[src/rtl/imm_gen_pipe.sv]
// Pipelined RISC-V immediate generator (I/S/B/J/U/SHAMT) with a 2-entry
// output FIFO behind valid/ready, a sideband tag and a sticky illegal-select flag.
module imm_gen_pipe #(
    parameter int XLEN  = 32,
    parameter int TAG_W = 32
) (
    input  logic             clk,
    input  logic             rst,
    input  logic             flush,
    input  logic             in_valid,
    output logic             in_ready,
    input  logic [31:0]      instr,
    input  logic [2:0]       imm_src,
    input  logic [TAG_W-1:0] in_tag,
    output logic             out_valid,
    input  logic             out_ready,
    output logic [XLEN-1:0]  imm_out,
    output logic [TAG_W-1:0] out_tag,
    output logic             out_err,
    output logic             err_seen
);

    localparam int EW = XLEN + TAG_W + 1;

    logic [31:0]     w_imm32;
    logic            w_illegal;
    logic [XLEN-1:0] w_imm;
    logic [EW-1:0]   w_new;
    logic            w_push;
    logic            w_pop;
    logic [1:0]      w_count_nx;
    logic [EW-1:0]   w_ent0_nx;
    logic [EW-1:0]   w_ent1_nx;
    logic            w_unused_opcode;

    logic [1:0]      r_count;
    logic [EW-1:0]   r_ent0;
    logic [EW-1:0]   r_ent1;
    logic            r_err_seen;

    // Format decode into a 32-bit value whose bit 31 is the correct sign for every format
    always_comb begin
        w_illegal = 1'b0;
        case (imm_src)
            3'b000:  w_imm32 = {{20{instr[31]}}, instr[31:20]};
            3'b001:  w_imm32 = {{20{instr[31]}}, instr[31:25], instr[11:7]};
            3'b010:  w_imm32 = {{19{instr[31]}}, instr[31], instr[7], instr[30:25], instr[11:8], 1'b0};
            3'b011:  w_imm32 = {{11{instr[31]}}, instr[31], instr[19:12], instr[20], instr[30:21], 1'b0};
            3'b100:  w_imm32 = {instr[31:12], 12'b0};
            3'b101: begin
                if (XLEN == 64) begin
                    w_imm32 = {26'b0, instr[25:20]};
                end else begin
                    w_imm32 = {27'b0, instr[24:20]};
                end
            end
            default: begin
                w_imm32   = 32'b0;
                w_illegal = 1'b1;
            end
        endcase
    end

    // SHAMT and illegal values have bit 31 clear, so sign-extending is safe for all formats
    assign w_imm           = XLEN'($signed(w_imm32));
    assign w_new           = {w_imm, in_tag, w_illegal};
    assign w_unused_opcode = ^instr[6:0];

    assign w_push = in_valid & in_ready;
    assign w_pop  = out_valid & out_ready;

    // FIFO next state; entry 0 is always the head
    always_comb begin
        w_count_nx = r_count;
        w_ent0_nx  = r_ent0;
        w_ent1_nx  = r_ent1;
        case ({w_push, w_pop})
            2'b10: begin
                if (r_count == 2'd0) begin
                    w_ent0_nx  = w_new;
                    w_count_nx = 2'd1;
                end else begin
                    w_ent1_nx  = w_new;
                    w_count_nx = 2'd2;
                end
            end
            2'b01: begin
                w_ent0_nx  = r_ent1;
                w_ent1_nx  = {EW{1'b0}};
                w_count_nx = r_count - 2'd1;
            end
            // push with pop only happens at count 1: new entry replaces the head
            2'b11: begin
                w_ent0_nx  = w_new;
                w_count_nx = 2'd1;
            end
            default: begin
                w_count_nx = r_count;
            end
        endcase
    end

    // State registers: reset beats flush beats push/pop
    always_ff @(posedge clk) begin
        if (rst) begin
            r_count    <= 2'd0;
            r_ent0     <= {EW{1'b0}};
            r_ent1     <= {EW{1'b0}};
            r_err_seen <= 1'b0;
        end else if (flush) begin
            r_count    <= 2'd0;
            r_ent0     <= {EW{1'b0}};
            r_ent1     <= {EW{1'b0}};
        end else begin
            r_count    <= w_count_nx;
            r_ent0     <= w_ent0_nx;
            r_ent1     <= w_ent1_nx;
            r_err_seen <= r_err_seen | (w_push & w_illegal);
        end
    end

    assign in_ready  = (r_count != 2'd2);
    assign out_valid = (r_count != 2'd0);
    assign imm_out   = r_ent0[EW-1 -: XLEN];
    assign out_tag   = r_ent0[TAG_W:1];
    assign out_err   = r_ent0[0];
    assign err_seen  = r_err_seen;

endmodule

[config.mk]
export PLATFORM = sky130hd
export DESIGN_NAME = imm_gen_pipe
export DESIGN_NICKNAME = d
export VERILOG_FILES = /design/src/rtl/imm_gen_pipe.sv
export SDC_FILE = /design/constraint.sdc
export NUM_CORES = 1
export LEC_CHECK = 0
export ABC_AREA = 1
export BUFFER_PORTS_ARGS = -buffer_cell sky130_fd_sc_hd__buf_2
export CORE_MARGIN = 4
export CORE_UTILIZATION = 53
export DETAILED_ROUTE_END_ITERATION = 16
export GPL_ROUTABILITY_DRIVEN = 0
export PLACE_DENSITY = 0.89
export SYNTH_ARGS = -nofsm -noshare
export SYNTH_HDL_FRONTEND = slang
export SYNTH_SLANG_ARGS = --single-unit
[constraint.sdc]
create_clock -name clk -period 2.1 [get_ports clk]
set_input_delay 0.21 -clock clk [delete_from_list [all_inputs] [get_ports clk]]
set_output_delay 0.21 -clock clk [all_outputs]
set_load 0.02 [all_outputs]
# Word-level counts from Yosys, hierarchy flattened
# Cells that the tools add are included.
# word_totals
register_bits	133
latch_bits	0
ram_bits	0
rom_bits	0
in_bits	72
out_inout_bits	68
mem_count	0
# classes
add_sub_neg	1
n_mul	0
n_div	0
magnitude_cmp	0
n_eq_ne	11
shifts	0
mux	8
n_bitwise	4
n_reduce_logical	9
# op_table
cell	count
65-bit case mux with 3 select lines	1
32-bit case mux with 6 select lines	1
65-bit 2-to-1 mux	2
65-bit case mux with 2 select lines	1
3-bit by 2-bit == test with 1-bit output (second input constant)	2
3-bit == test (second input constant)	2
2-bit inequality test (second input constant)	3
2-bit case mux with 3 select lines	1
6-bit OR reduction	1
2-bit == test (second input constant)	2
2-bit AND reduction	2
2-bit nonzero test	2
1-bit bitwise AND	3
3-bit by 1-bit == test with 1-bit output (second input constant)	1
3-bit zero test	1
3-bit nonzero test	1
2-bit by 1-bit == test with 1-bit output (second input constant)	1
2-bit zero test	1
2-bit 2-to-1 mux	1
2-bit OR reduction	1
2-bit by 1-bit subtractor with 2-bit output (second input constant)	1
1-bit 2-to-1 mux	1
1-bit OR	1

# Depth between registers and ports, before layout
# logic_depth
word_depth	5
ltp_mapped	11
depth_no_buf	10

# Worst setup path before layout
# No wires, ideal clock.
# synth_path
kind	register to register
start	register r_count[0]
end	register r_ent1[51]
setup_time_ns	0.119
arrival_ns	1.538
required_ns	1.981
setup_slack_ns	0.443
path_stages_with_launch	12
n_path_buf	3
period_less_slack_ns	1.657
cell_sequence	dfxtp_1 > inv_1 > ha_1 > inv_2 > nand2_2 > buf_6 > o21ai_2 > inv_2 > buf_6 > buf_4 > o21ai_1 > a21oi_1
# synth_between
elab_chain_len	5
elab_cells_between_ends	11
classes_between	eq/ne: 4; mux: 1; bitwise: 2; reduce/logical: 4
# synth_rtl
item	line	source
start, declared	36	logic [1:0] r_count;
start signal, assigned	115	r_count <= w_count_nx;
2-bit inequality test (*)	122	assign in_ready = (r_count != 2'd2);
net in_ready	11	output logic in_ready,
1-bit bitwise AND (*)	69	assign w_push = in_valid & in_ready;
2-bit == test or 2-bit by 1-bit == test with 1-bit output (tied branches)	77	case ({w_push, w_pop})
2-bit inequality test (no source line) or 2-bit nonzero test (tied branches)	n/a	
2-bit AND reduction (no source line)	n/a	
end signal, assigned	108	r_ent1 <= {EW{1'b0}};
end signal, assigned	113	r_ent1 <= {EW{1'b0}};
end signal, assigned	117	r_ent1 <= w_ent1_nx;
end, declared	38	logic [EW-1:0] r_ent1;
# Mark *: on every way through the listed nets, which the timed path passes. The rest lies on a longest branch.
# A chain may end at the register's enable or synchronous reset.

# Worst setup path in the final report
# layout_path
start	register r_count[0]
end	register r_ent1[61]
# layout_between
elab_chain_len	5
elab_cells_between_ends	11
classes_between	eq/ne: 4; mux: 1; bitwise: 2; reduce/logical: 4
# layout_rtl
item	line
2-bit inequality test or 2-bit nonzero test (tied branches)	122, 123
1-bit bitwise AND (on tied branches)	69, 70
2-bit == test or 2-bit by 1-bit == test with 1-bit output (tied branches)	77
2-bit inequality test (no source line) or 2-bit nonzero test (tied branches)	n/a
2-bit AND reduction (no source line)	n/a
# Several ways; a longest one is shown, not always the timed one.

==> out/metrics.cfg <==
[run_status]
run_status = finished clean

[global_route]
gr-total-overflow = 0
grt_pass1_vias = 5351
grt_start_max_net_pins = 130
antenna_found_initial = 0
grt_pass1_wl_um = 24830
track_usage_pct = 23.96

[critical_path]
crit_path_end_kind = flip-flop
path_cells = inv_1 -> ha_1 -> inv_2 -> nand2_2 -> nand2_1 -> o21ai_2 -> clkinv_2 -> buf_4 -> o21ai_1 -> a21oi_1
crit_fanout = 39
reg2reg_depth = 10
worstReg2RegEnd = r_ent1[61]
required_ns = 2.52
critPathLaunchType = flip-flop
critPathKind = reg2reg
cp-endpoint = r_ent1[61]
cp.arrival_ns = 2.31
r2r_start = r_count[0]
reg2reg_slack_ns = 0.21
slowest_stage = buf_4
critPathMaxStageDelay_ns = 0.36
setup.worst_path.start = r_count[0]

[power_and_ir_drop]
p_int_mw = 5.099
combPwrFrac_pct = 14.2
totalPowerFinal_mw = 6.894
powerDensity_nw_per_um2 = 946.9
swShare_pct = 26.04
p_leak_nw = 3.528
seq_power_share_pct = 39.8
p_clk_share_pct = 46.0
switchingPower_mw = 1.795
peakVddDrop_uv = 845.2

[logic_synthesis]
synth_area_leaders = dfxtp_1 (48%), nand2_1 (13%), a21oi_1 (7.4%)
ys_warn_count = 0
syn-cell-area_um2 = 5598
ys.flop_type = dfxtp_1
synth.avg_cell_area_um2 = 7.454
yosysSeqAreaShare_pct = 47.56
async_flop_share_pct = 0
postSynthCellCount = 751
synth-seq-cells = 133
yosysMostFrequentCell = nand2_1
ys_types = 23
syn_nets = 825
yosysTopAreaCell = dfxtp_1
synth.top_cell.area_share_pct = 47.56
synth_edf_count = 0
synthTopCellsByCount = nand2_1 (194), dfxtp_1 (133), a21oi_1 (83)

[detailed_routing]
dr.pass1.iters = 6
via_count = 5597
avgViaCountPerCell = 5.387
post-route-drc-count = 0
antenna_left = 0
drt_iter0_markers = 495
wl_um = 14680
wl_per_cell_um = 14.13

[die]
start_util_pct = 54.22
die_h_um = 110.8
core-area_um2 = 10320
core.rowCount = 37
io-pin-count = 140
die_area_um2 = 12270
die_w_um = 110.8

[clocking]
h-tree-depth = 4
cts_root_buffer = clkbuf_8
clock-sinks = 133
clk_path_buf_depth = 2
cts_buffers = 17
cts_tree = built
clk_pin_slew_ns = 0.06
clock_latency_ns = 0.51

[run]
drv_cap = 0

[sta]
fin_ws_ns = 0.2111
rsz0062_at_grt = false
hold_ws_ns = 0.02717
finalCriticalPeriod_ns = 1.889
period_share_pct = 89.95
slew_viol_final = 0
final.setup.tns_ns = 0
finalClockSkew_ns = 0.008231
relSlewSlack_pct = 67.41
tightest_slew_ns = 0.4889
max_freq_mhz = 529.4
hold_viol_final = 0
setup_viol = 0

[worst_hold_path]
min_path_type = in2reg
min_from = instr[30]

[finish]
nNetsFinal = 964
antennaDiodeCount = 0
syn_to_final_growth_pct = 30.06
final_util_pct = 70.52
seqCellArea_um2 = 2663
layout-drive-gt1-share_pct = 20.71
fillerInstances = 809
multi_input_area_um2 = 2420

[placement]
port-buffer-count = 132
place_ws_ns = 0.2056
dp_hpwl_um = 8812

power groups by stage:
stage	Sequential (mW)	Clock [mW]	Combinational (mW)
after floorplan	2.88	0	0.559
after detailed placement	2.79	0	0.916
final	2.74	3.17	0.979
after CTS	2.74	3.22	0.971
after global routing	2.75	3.35	1.09
after global placement	2.78	0	0.897
metal layers:
metal  up-vias  share of wire [%]  GRT usage [%]  wire length [um]
met1      2541                 42          29.41              6166
li1       2818                  -              -                 -
met2       206                 49          39.72              7187
met5         -                  0              0                 0
met4         0                2.3          9.852               340
met3        32                6.7          6.496               981
stage by stage:
step                std cells  area [um^2]
detailed placement        973         6291
floorplan                 751         5598
global placement          973         6291
global route             1039         7281
CTS                      1039         7268
finish                   1039         7281
flip-flops by register name, indices dropped and copies added, names as in the netlist:
name	count
err_seen	1
r_ent1	65
r_count	2
r_ent0	65
layout by cell type, fill, tap and decap left out, drive strengths merged:
cell and count:
clkinvlp 2, a21oi 83, o31ai 1, nor2 9
clkbuf 20, buf 145, ha 2, nand2 196
nand4 3, clkinv 5, dfxtp 133, a31oi 19
nand3 55, dlygate4sd3 34, inv 59, bufinv 5
o211ai 32, o21ai 100
worst min-delay path by stage:
| stage | slack, ns | endpoint | cells after the start |
|---|---|---|---|
| after floorplan | 0.28 | err_seen | 1 |
| after global placement | 0.42 | err_seen | 2 |
| after detailed placement | 0.42 | err_seen | 2 |
| after CTS | 0.003 | r_ent1[43] | 3 |
| after global routing | 0.01 | r_ent1[38] | 3 |
| final | 0.03 | r_ent1[43] | 3 |
cell type report:
class	instances	share of cell area, %
Tap cell	136	2.337
Sequential cell	133	36.57
Inverter	59	3.059
Multi-Input combinational cell	500	33.24
Timing Repair Buffer	179	16.05
Clock inverter	12	2.767
Clock buffer	20	5.980
repair_timing:
item | 4_1_cts | 5_1_grt
setup endpoints to repair | 0 | 2
setup buffers | 0 | 0
resized for setup | 0 | 2
hold endpoints to repair | 36 | 0
hold buffers | 34 | 0
critical path: cells and delay by family (launching register included):
family,cells,cell delay (ns)
buf+inv,4,0.60
flops,1,0.33
simple gates,2,0.23
fa+ha+maj,1,0.27
compound gates,3,0.37
cells by family after synthesis:
kind of cell,synth area share (%)
buffers and inverters,9.745
DFF,47.56
AOI/OAI and AO/OA,22.98
adders and majority gates,0.4470
and+or+nand+nor,19.27
(Power assumes the default switching activity.)
